`config.mk`:
```
export PLATFORM = sky130hd
export DESIGN_NAME = systolic_matmul_engine
export DESIGN_NICKNAME = d
export VERILOG_FILES = /design/src/rtl/systolic_matmul_engine.sv
export SDC_FILE = /design/constraint.sdc
export NUM_CORES = 2
export LEC_CHECK = 0
export CORE_MARGIN = 2
export CORE_UTILIZATION = 40
export CTS_BUF_LIST = sky130_fd_sc_hd__clkbuf_2 sky130_fd_sc_hd__clkbuf_4 sky130_fd_sc_hd__clkbuf_8
export DETAILED_ROUTE_END_ITERATION = 12
export SETUP_SLACK_MARGIN = 0.5
export SLEW_MARGIN = 25
export SYNTH_ARGS = -nofsm -noshare
export SYNTH_HDL_FRONTEND = slang
export SYNTH_SLANG_ARGS = --single-unit
```
`constraint.sdc`:
```
create_clock -name clock_i -period 20.1 [get_ports clock_i]
set_input_delay 4.02 -clock clock_i [delete_from_list [all_inputs] [get_ports clock_i]]
set_output_delay 4.02 -clock clock_i [all_outputs]
set_load 0.03 [all_outputs]
```
`src/rtl/systolic_matmul_engine.sv`:
```
// Purpose: output-stationary ROWS x COLS signed GEMM engine computing C = A x B over run-time length K.
// Latency: first c_valid_o K+ROWS+COLS cycles after start with gap-free operands; 1 cycle for K=0.
// Backpressure: operands accepted only in FEED (a_ready_o); result rows hold until c_ready_i.
//
// Ports:
//   clock_i, reset_i           : clock, synchronous active-high reset
//   start_i, k_len_i           : job start (taken in IDLE only) and reduction length (clamped to K_MAX)
//   a_valid_i/a_ready_o        : operand beat handshake; a_rows_i = column k of A, b_columns_i = row k of B
//   c_valid_o/c_ready_i        : result row handshake; c_row_o = C[c_row_idx_o][*]
//   busy_o, done_o             : engine not idle; one-cycle pulse after the last row is accepted
//   sat_flag_o                 : sticky saturation flag, present only when SYSTOLIC_ACC_SAT_EN is defined
// Optional build macro: SYSTOLIC_ACC_SAT_EN (saturating accumulators instead of wrapping).
module systolic_matmul_engine #(
    parameter int DATA_W = 8,
    parameter int ACC_W  = 32,
    parameter int ROWS   = 4,
    parameter int COLS   = 4,
    parameter int K_MAX  = 256,
    parameter int K_W    = $clog2(K_MAX + 1),
    parameter int RI_W   = (ROWS > 1) ? $clog2(ROWS) : 1
) (
    input  logic                    clock_i,
    input  logic                    reset_i,
    input  logic                    start_i,
    input  logic [K_W-1:0]          k_len_i,
    input  logic                    a_valid_i,
    output logic                    a_ready_o,
    input  logic [ROWS*DATA_W-1:0]  a_rows_i,
    input  logic [COLS*DATA_W-1:0]  b_columns_i,
    output logic                    c_valid_o,
    input  logic                    c_ready_i,
    output logic [COLS*ACC_W-1:0]   c_row_o,
    output logic [RI_W-1:0]         c_row_idx_o,
`ifdef SYSTOLIC_ACC_SAT_EN
    output logic                    sat_flag_o,
`endif
    output logic                    busy_o,
    output logic                    done_o
);

    localparam int FL_W = $clog2(ROWS + COLS);

    typedef enum logic [1:0] {
        ST_IDLE,
        ST_FEED,
        ST_FLUSH,
        ST_OUTPUT
    } state_t;

    state_t            state;
    logic [K_W-1:0]    k_len;
    logic [K_W-1:0]    beat_cnt;
    logic [FL_W-1:0]   flush_cnt;
    logic [RI_W-1:0]   row_idx;
    logic              done;
    logic [K_W-1:0]    k_cap;
    logic              start_take;
    logic              hs;

    // Operand/tag pipelines: {tag, data} per PE; accumulators per PE.
    logic [ROWS-1:0][DATA_W:0]            a_inj, a_skew;
    logic [COLS-1:0][DATA_W:0]            b_inj, b_skew;
    logic [ROWS-1:0][COLS-1:0][DATA_W:0]  a_reg, a_nx, b_reg, b_nx;
    logic [ROWS-1:0][COLS-1:0][ACC_W-1:0] acc, acc_nx;
    logic [ROWS-1:0][COLS-1:0]            sat_hit;

    assign k_cap      = (k_len_i > K_W'(K_MAX)) ? K_W'(K_MAX) : k_len_i;
    // A start in the done cycle is ignored so the earliest restart is the cycle after.
    assign start_take = (state == ST_IDLE) && start_i && !done;
    assign hs         = (state == ST_FEED) && a_valid_i;

    // Non-handshake cycles inject zero data with a cleared tag.
    always_comb begin
        a_inj = '0;
        b_inj = '0;
        for (int i = 0; i < ROWS; i++) begin
            a_inj[i] = hs ? {1'b1, a_rows_i[i*DATA_W +: DATA_W]} : '0;
        end
        for (int j = 0; j < COLS; j++) begin
            b_inj[j] = hs ? {1'b1, b_columns_i[j*DATA_W +: DATA_W]} : '0;
        end
    end

    genvar gi, gj;

    // Input skew: lane i of A waits i cycles, lane j of B waits j cycles.
    for (gi = 0; gi < ROWS; gi++) begin : g_askew
        if (gi == 0) begin : g_direct
            assign a_skew[gi] = a_inj[gi];
        end else begin : g_delay
            logic [DATA_W:0] dl [gi];
            always_ff @(posedge clock_i) begin
                if (reset_i) begin
                    for (int s = 0; s < gi; s++) dl[s] <= '0;
                end else begin
                    dl[0] <= a_inj[gi];
                    for (int s = 1; s < gi; s++) dl[s] <= dl[s-1];
                end
            end
            assign a_skew[gi] = dl[gi-1];
        end
    end

    for (gj = 0; gj < COLS; gj++) begin : g_bskew
        if (gj == 0) begin : g_direct
            assign b_skew[gj] = b_inj[gj];
        end else begin : g_delay
            logic [DATA_W:0] dl [gj];
            always_ff @(posedge clock_i) begin
                if (reset_i) begin
                    for (int s = 0; s < gj; s++) dl[s] <= '0;
                end else begin
                    dl[0] <= b_inj[gj];
                    for (int s = 1; s < gj; s++) dl[s] <= dl[s-1];
                end
            end
            assign b_skew[gj] = dl[gj-1];
        end
    end

    // PE grid: a flows right, b flows down; each PE accumulates when both tags are set.
    for (gi = 0; gi < ROWS; gi++) begin : g_row
        for (gj = 0; gj < COLS; gj++) begin : g_col
            logic                       fire;
            logic signed [2*DATA_W-1:0] prod;

            if (gj == 0) begin : g_ain
                assign a_nx[gi][gj] = a_skew[gi];
            end else begin : g_ain
                assign a_nx[gi][gj] = a_reg[gi][gj-1];
            end
            if (gi == 0) begin : g_bin
                assign b_nx[gi][gj] = b_skew[gj];
            end else begin : g_bin
                assign b_nx[gi][gj] = b_reg[gi-1][gj];
            end

            assign fire = a_reg[gi][gj][DATA_W] & b_reg[gi][gj][DATA_W];
            assign prod = $signed(a_reg[gi][gj][DATA_W-1:0]) * $signed(b_reg[gi][gj][DATA_W-1:0]);

`ifdef SYSTOLIC_ACC_SAT_EN
            // One guard bit exposes overflow; clamp to the signed ACC_W range.
            logic [ACC_W:0] sum;
            logic           ovf;
            assign sum = {acc[gi][gj][ACC_W-1], acc[gi][gj]}
                       + {{(ACC_W+1-2*DATA_W){prod[2*DATA_W-1]}}, prod};
            assign ovf = sum[ACC_W] ^ sum[ACC_W-1];
            assign sat_hit[gi][gj] = fire & ovf;
            assign acc_nx[gi][gj] = !fire ? acc[gi][gj] :
                                    !ovf  ? sum[ACC_W-1:0] :
                                    sum[ACC_W] ? {1'b1, {(ACC_W-1){1'b0}}}
                                               : {1'b0, {(ACC_W-1){1'b1}}};
`else
            logic [ACC_W-1:0] sum;
            assign sum = acc[gi][gj] + {{(ACC_W-2*DATA_W){prod[2*DATA_W-1]}}, prod};
            assign sat_hit[gi][gj] = 1'b0;
            assign acc_nx[gi][gj] = fire ? sum : acc[gi][gj];
`endif
        end
    end

    always_ff @(posedge clock_i) begin
        if (reset_i) begin
            a_reg <= '0;
            b_reg <= '0;
            acc   <= '0;
        end else begin
            a_reg <= a_nx;
            b_reg <= b_nx;
            acc   <= start_take ? '0 : acc_nx;
        end
    end

`ifdef SYSTOLIC_ACC_SAT_EN
    logic sat_flag;
    always_ff @(posedge clock_i) begin
        if (reset_i || start_take) sat_flag <= 1'b0;
        else if (|sat_hit)         sat_flag <= 1'b1;
    end
    assign sat_flag_o = sat_flag;
`else
    logic unused_sat;
    assign unused_sat = |sat_hit;
`endif

    // Control FSM
    always_ff @(posedge clock_i) begin
        if (reset_i) begin
            state     <= ST_IDLE;
            k_len     <= '0;
            beat_cnt  <= '0;
            flush_cnt <= '0;
            row_idx   <= '0;
            done      <= 1'b0;
        end else begin
            done <= 1'b0;
            case (state)
                ST_IDLE: begin
                    if (start_take) begin
                        k_len    <= k_cap;
                        beat_cnt <= '0;
                        row_idx  <= '0;
                        state    <= (k_cap != '0) ? ST_FEED : ST_OUTPUT;
                    end
                end
                ST_FEED: begin
                    if (a_valid_i) begin
                        beat_cnt <= beat_cnt + K_W'(1);
                        if (beat_cnt == k_len - K_W'(1)) begin
                            flush_cnt <= '0;
                            state     <= ST_FLUSH;
                        end
                    end
                end
                ST_FLUSH: begin
                    // Long enough for the last beat to reach PE(ROWS-1, COLS-1).
                    if (flush_cnt == FL_W'(ROWS + COLS - 2)) state <= ST_OUTPUT;
                    else flush_cnt <= flush_cnt + FL_W'(1);
                end
                ST_OUTPUT: begin
                    if (c_ready_i) begin
                        if (row_idx == RI_W'(ROWS - 1)) begin
                            row_idx <= '0;
                            done    <= 1'b1;
                            state   <= ST_IDLE;
                        end else begin
                            row_idx <= row_idx + RI_W'(1);
                        end
                    end
                end
                default: state <= ST_IDLE;
            endcase
        end
    end

    // Outputs are forced low while reset is asserted.
    assign a_ready_o   = (state == ST_FEED) && !reset_i;
    assign c_valid_o   = (state == ST_OUTPUT) && !reset_i;
    assign busy_o      = (state != ST_IDLE) && !reset_i;
    assign done_o      = done && !reset_i;
    assign c_row_idx_o = reset_i ? '0 : row_idx;

    always_comb begin
        c_row_o = '0;
        for (int j = 0; j < COLS; j++) begin
            c_row_o[j*ACC_W +: ACC_W] = c_valid_o ? acc[row_idx][j] : '0;
        end
    end

endmodule

```
## After elaboration in Yosys (flattened, before gate mapping)

Memories as Yosys holds them, arrays and structs flattened. A register that Yosys moved wholly into a read port is not among the register bits.
Index checks and enable logic that the tools add are counted.

- Register bits: 772
- Memory bits (writable): 108
- Input port bits: 78
- Word-level logic and storage cells: 214
- Memories: 6

- Add/sub/neg operators: 20
- Multiply operators: 16
- $lt $le $gt $ge: 2
- Eq/ne operators: 13
- Mux-type cells: 53
- Bitwise gates (word level): 29
- Reductions and logical operators: 25

Memories:

| memory | depth | bits a word | read ports | clocked after Yosys merged registers in | write ports | RTL line | text |
|---|---|---|---|---|---|---|---|
| g_askew[3].g_delay.dl | 3 | 9 | 3 | 1 | 3 | 91 | `logic [DATA_W:0] dl [gi];` |
| g_bskew[3].g_delay.dl | 3 | 9 | 3 | 1 | 3 | 108 | `logic [DATA_W:0] dl [gj];` |
| g_askew[2].g_delay.dl | 2 | 9 | 2 | 1 | 2 | 91 |  |
| g_bskew[2].g_delay.dl | 2 | 9 | 2 | 1 | 2 | 108 |  |
| g_askew[1].g_delay.dl | 1 | 9 | 1 | 1 | 1 | 91 |  |
| g_bskew[1].g_delay.dl | 1 | 9 | 1 | 1 | 1 | 108 |  |

Operator list:

| operator | count |
|---|---|
| adder 32 bit | 16 |
| binary-select mux 128 bit (select 2 bit) | 1 |
| multiplier 8 x 8 -> 16 bit | 16 |
| two-way mux 9 bit | 23 |
| two-way mux 128 bit | 1 |
| two-way mux 32 bit | 4 |
| two-way mux 2 bit | 11 |
| one-hot mux 9 bit (2 select lines) | 1 |
| OR reduction 9 bit | 2 |
| AND 1 bit | 16 |
| != test 2 bit (second input constant) | 7 |
| OR 1 bit | 10 |
| adder 9 x 1 -> 9 bit (second input constant) | 1 |
| equality test 9 bit | 1 |
| greater-than comparator 9 bit (second input constant) | 1 |
| two-way mux 3 bit | 3 |
| nonzero test 9 bit | 1 |
| subtractor 9 x 1 -> 9 bit (second input constant) | 1 |
| one-hot mux 2 bit (4 select lines) | 1 |
| nonzero test 2 bit | 4 |
| logical AND 1 bit | 7 |
| equality test 2 bit (second input constant) | 3 |
| two-way mux 1 bit | 6 |
| one-hot mux 3 bit (2 select lines) | 1 |
| 15 further kinds | 20 |

## Logic depth before layout (Yosys ltp)

- Word-level depth: 6
- Gate-level depth with buffers: 34

## Least setup slack after synthesis

OpenSTA, ideal clock, no wires.

- Kind: in2out
- Start: in reset_i
- End: out c_row_o[118]
- Arrival time: 4978 ps
- Data required time: 16080 ps
- Setup slack: 11102 ps
- Stages: 3
- Path buffers: 1
- Path through: nor2_1 -> clkbuf_1 -> and2_1

- Longest elaborated chain between the ends: 3

Ends and longest elaborated chain:

| what | RTL line | text |
|---|---|---|
| from (decl) | 23 | `input logic reset_i,` |
| zero test 1 bit | 238 | `assign c_valid_o = (state == ST_OUTPUT) && !reset_i;` |
| logical AND 1 bit | 238 |  |
| named net c_valid_o | 30 | `output logic c_valid_o,` |
| two-way mux 32 bit | 246 | `c_row_o[j*ACC_W +: ACC_W] = c_valid_o ? acc[row_idx][j] : '0;` |
| to (decl) | 32 | `output logic [COLS*ACC_W-1:0] c_row_o,` |

The timed path passes the listed nets, and every way through them passes these cells.

## Worst setup path after layout

- Start: in reset_i
- End: out c_row_o[56]

- Longest elaborated chain between the ends: 3

Ends and longest elaborated chain:

| what | RTL line |
|---|---|
| zero test 1 bit | 238 |
| logical AND 1 bit | 238 |
| two-way mux 32 bit | 246 |

Every way passes these cells.

==> key figures <==
Status
  – Status: completed

STA
  – Final Hold Fails: 0
  – Period minus WS final: 10.38 ns
  – Clock Skews: 0.0759 ns
  – Slew Viols, Final: 0
  – Final Cycle Share: 51.6%
  – Slew margin rel.: 31.3%
  – RSZ-0062 raised after global routing: no
  – Post-Route Setup TNS: 0 ns
  – Hold WS: 0.434 ns
  – Fmax: 96.4 MHz
  – Slew @ Worst Pin: 1.02 ns
  – Setup Viol. Count Final: 0

Setup path
  – Setup crit start: reset_i
  – Worst Setup Start Kind: input pin
  – CP Capture Point: c_row_o[56]
  – Worst reg2reg path depth: 27
  – Class of the most critical setup path: in2out
  – Worst setup EP type: output port
  – Slowest-stage cell, CP: clkdlybuf4s50_1
  – Largest stage delay on the critical path: 0.68 ns
  – Crit path DAT: 6.36 ns
  – Worst-path maximum fanout: 66
  – Critical path required time: 16.08 ns
  – Worst R2R End: acc[351]
  – Ordered list of cells on the worst path: buf_8 > nor2_4 > buf_4 > buf_4 > and2_1 > clkdlybuf4s50_1
  – FF-to-FF Start: b_nx[128]
  – Reg2Reg Setup Slack: 12.17 ns
  – Crit-path most repeated cell: buf_4

Die
  – Core ar.: 236000 um^2
  – Initial Utilization: 40.3%
  – Ports: 212
  – DIE HEIGHT: 492 um
  – Site Rows: 178
  – Die Span X: 492 um
  – Die Footprint: 242000 um^2

Drt
  – DRC violations left: 0
  – WL per Instance: 18.4 um
  – Total iterations of the first detailed-routing run: 6
  – Post-route ant nets: 0
  – Total Wirelength: 258000 um
  – Vias: 73400
  – DRT iter0 DRCs: 4077
  – Drt via density: 5.23

Logic synthesis
  – Area contributors post-synth: dfxtp_1, fa_1, ha_1
  – Xor/xnor share of the synthesized area: 6.65%
  – Synth Area in Compound Gates: 11.4%
  – Synth Area in Simple Gates: 17.2%
  – Post-synthesis mux area share: 6.92%
  – Post-synth top flop: dfxtp_1
  – Average size of a mapped cell: 9.00 um^2
  – Post-synth ARST share: 0%
  – Post-Synthesis Cells: 10600
  – Post-Syn Area: 95100 um^2
  – Top cell type's share of synthesized area: 18.9%
  – Post-synth EDFFs: 0
  – Count leader, synth: inv_1
  – Synth Warn #: 0
  – Largest family of logic cells by synthesized area: adder cells
  – Distinct cells, synth: 92
  – Number of synthesized register bits: 897
  – Post-Synth Adder-Cell Area: 32.0%
  – Sequential-to-total area share from yosys stat: 18.9%
  – Post-synth top area cell: dfxtp_1
  – Net Count, Synth: 12500
  – Commonest cells in the synthesized netlist: inv_1, ha_1, dfxtp_1

Placed design
  – Placed Instance Area: 101000 um^2
  – GPL Wtd Cong: 0.908
  – Hpwl dp: 206000 um
  – Number of port buffers: 211

Clock network
  – Max Root-Sink Buffers: 3
  – CTS Sinks: 897
  – Worst-path clk slew: 0.06 ns
  – Worst-skew pair later-pin latency: 0.97 ns
  – CTS resizes: 0
  – Clock Tree Root: clkbuf_8
  – Num CTS Buffers: 173
  – CTS tree: yes
  – # H-tree levels: 4
  – Setup bufs post-CTS: 0
  – # hold bufs at CTS: 0

Power
  – Clock power share: 50.2%
  – Switch Pwr: 1.17 mW
  – Leakage Power: 50.0 nW
  – Switching portion of total power: 26.9%
  – Sequential Power Share: 42.4%
  – Pint: 3.16 mW
  – Cell Pwr Density: 41.3 nW/um^2
  – Worst vdd ir: 0.0550 mV
  – Comb power frac: 7.4%

GRT
  – GR Util met1: 27.6%
  – First-pass GRT wire length: 411000 um
  – Antenna violations before repair: 28
  – Gr usage total: 21.2%
  – Met2 usage: 35.8%
  – GRT overflow: 0
  – Most Crowded Layer GR: met2
  – Largest net degree at the start of global routing: 96
  – Met3 Track Usage GR: 2.86%
  – Vias in the first global route: 75000

Cells and area
  – Storage cell area: 18000 um^2
  – Nets: 12700
  – Design area: 105000 um^2
  – Reg with most FFs: acc
  – Area of the multi-input gates: 70700 um^2
  – Number of flip-flops in the largest register: 512
  – Area added between synthesis and finish: 10.3%
  – Fillers: 22700
  – Proportion of layout cells with a drive suffix above 1: 5.50%

Job
  – Maxcap violations: 0

Min path
  – Worst hold path class: reg2reg
## placed cells by master, fill, tap and decap left out, types with 94 or more instances in the layout
| cell type | synthesis | final |
|---|---|---|
| nand3_1 | 133 | 133 |
| clkdlybuf4s50_1 | 0 | 209 |
| and3_1 | 117 | 117 |
| a21oi_1 | 546 | 546 |
| mux4_2 | 128 | 128 |
| dfxtp_1 | 897 | 888 |
| mux2i_1 | 349 | 349 |
| and2_1 | 842 | 842 |
| xnor2_1 | 546 | 532 |
| nand2_1 | 509 | 509 |
| o21bai_1 | 118 | 118 |
| clkbuf_8 | 0 | 221 |
| nor2b_1 | 465 | 463 |
| xor2_1 | 174 | 174 |
| a211oi_1 | 94 | 94 |
| o21ai_0 | 264 | 264 |
| ha_1 | 1001 | 1001 |
| inv_1 | 1489 | 1489 |
| nor2_1 | 729 | 727 |
| a21o_1 | 272 | 272 |
| fa_1 | 896 | 896 |
## final cells by class
cell class | instances | share of cell area, %
flip-flops and latches | 897 | 17.1
well taps | 3150 | 3.76
diodes | 10 | 0.0239
clock buffers | 263 | 3.20
multi-input cells | 7919 | 67.5
clock inverters | 56 | 0.701
repair buffers | 260 | 2.37
inverters | 1493 | 5.34
## worst min-delay path by stage
stage / from / to / slack, ns / depth (start not counted)
3_3_place_gp: g_askew[1].g_delay.dl[0][4] / a_nx[49] / 0.42 / 1
5_1_grt: g_bskew[2].g_delay.dl[1][5] / b_nx[59] / 0.45 / 1
6_report: g_bskew[2].g_delay.dl[1][6] / b_nx[60] / 0.43 / 1
2_1_floorplan: g_askew[3].g_delay.dl[2][0] / a_nx[117] / 0.41 / 1
4_1_cts: g_askew[2].g_delay.dl[0][1] / g_askew[2].g_delay.dl[1][1] / 0.44 / 1
3_5_place_dp: g_askew[2].g_delay.dl[0][1] / g_askew[2].g_delay.dl[1][1] / 0.42 / 1
## worst max-delay path: cells and delay by family
family / cells / cell delay [ns]
AND/OR/NAND/NOR: 2 / 0.35
buffers and inverters: 4 / 1.83
## cell families after synthesis
family,count (synthesis)
mux,495
flops,897
simple gates,3126
buf+inv,1745
xor+xnor,721
fa+ha+maj,1897
compound gates,1680
## power by group through the flow
stage / clock network, mW / logic [mW] / registers, mW
final: 2.17 / 0.321 / 1.84
after global routing: 2.30 / 0.352 / 1.84
after CTS: 2.23 / 0.325 / 1.84
after detailed placement: 0 / 0.324 / 1.87
after global placement: 0 / 0.318 / 1.87
after floorplan: 0 / 0.224 / 1.85
## stage by stage
step	power (mW)	std cells	utilization, %	setup slack, ns
after floorplan	2.08	10600	-	11.10
after global placement	2.19	13700	42.7	9.66
final	4.33	14000	44.5	9.72
after CTS	4.39	14000	44.4	9.55
after global routing	4.50	14000	44.5	9.43
after detailed placement	2.20	13700	42.7	9.55
## layer usage
layer  up-vias  wire [um]
met5         -         13
met1     36200     114000
met2      1603     123000
met3       361      12000
met4         2       8940
li1      35300          -
Note: power is estimated with default switching activity, not from simulation.
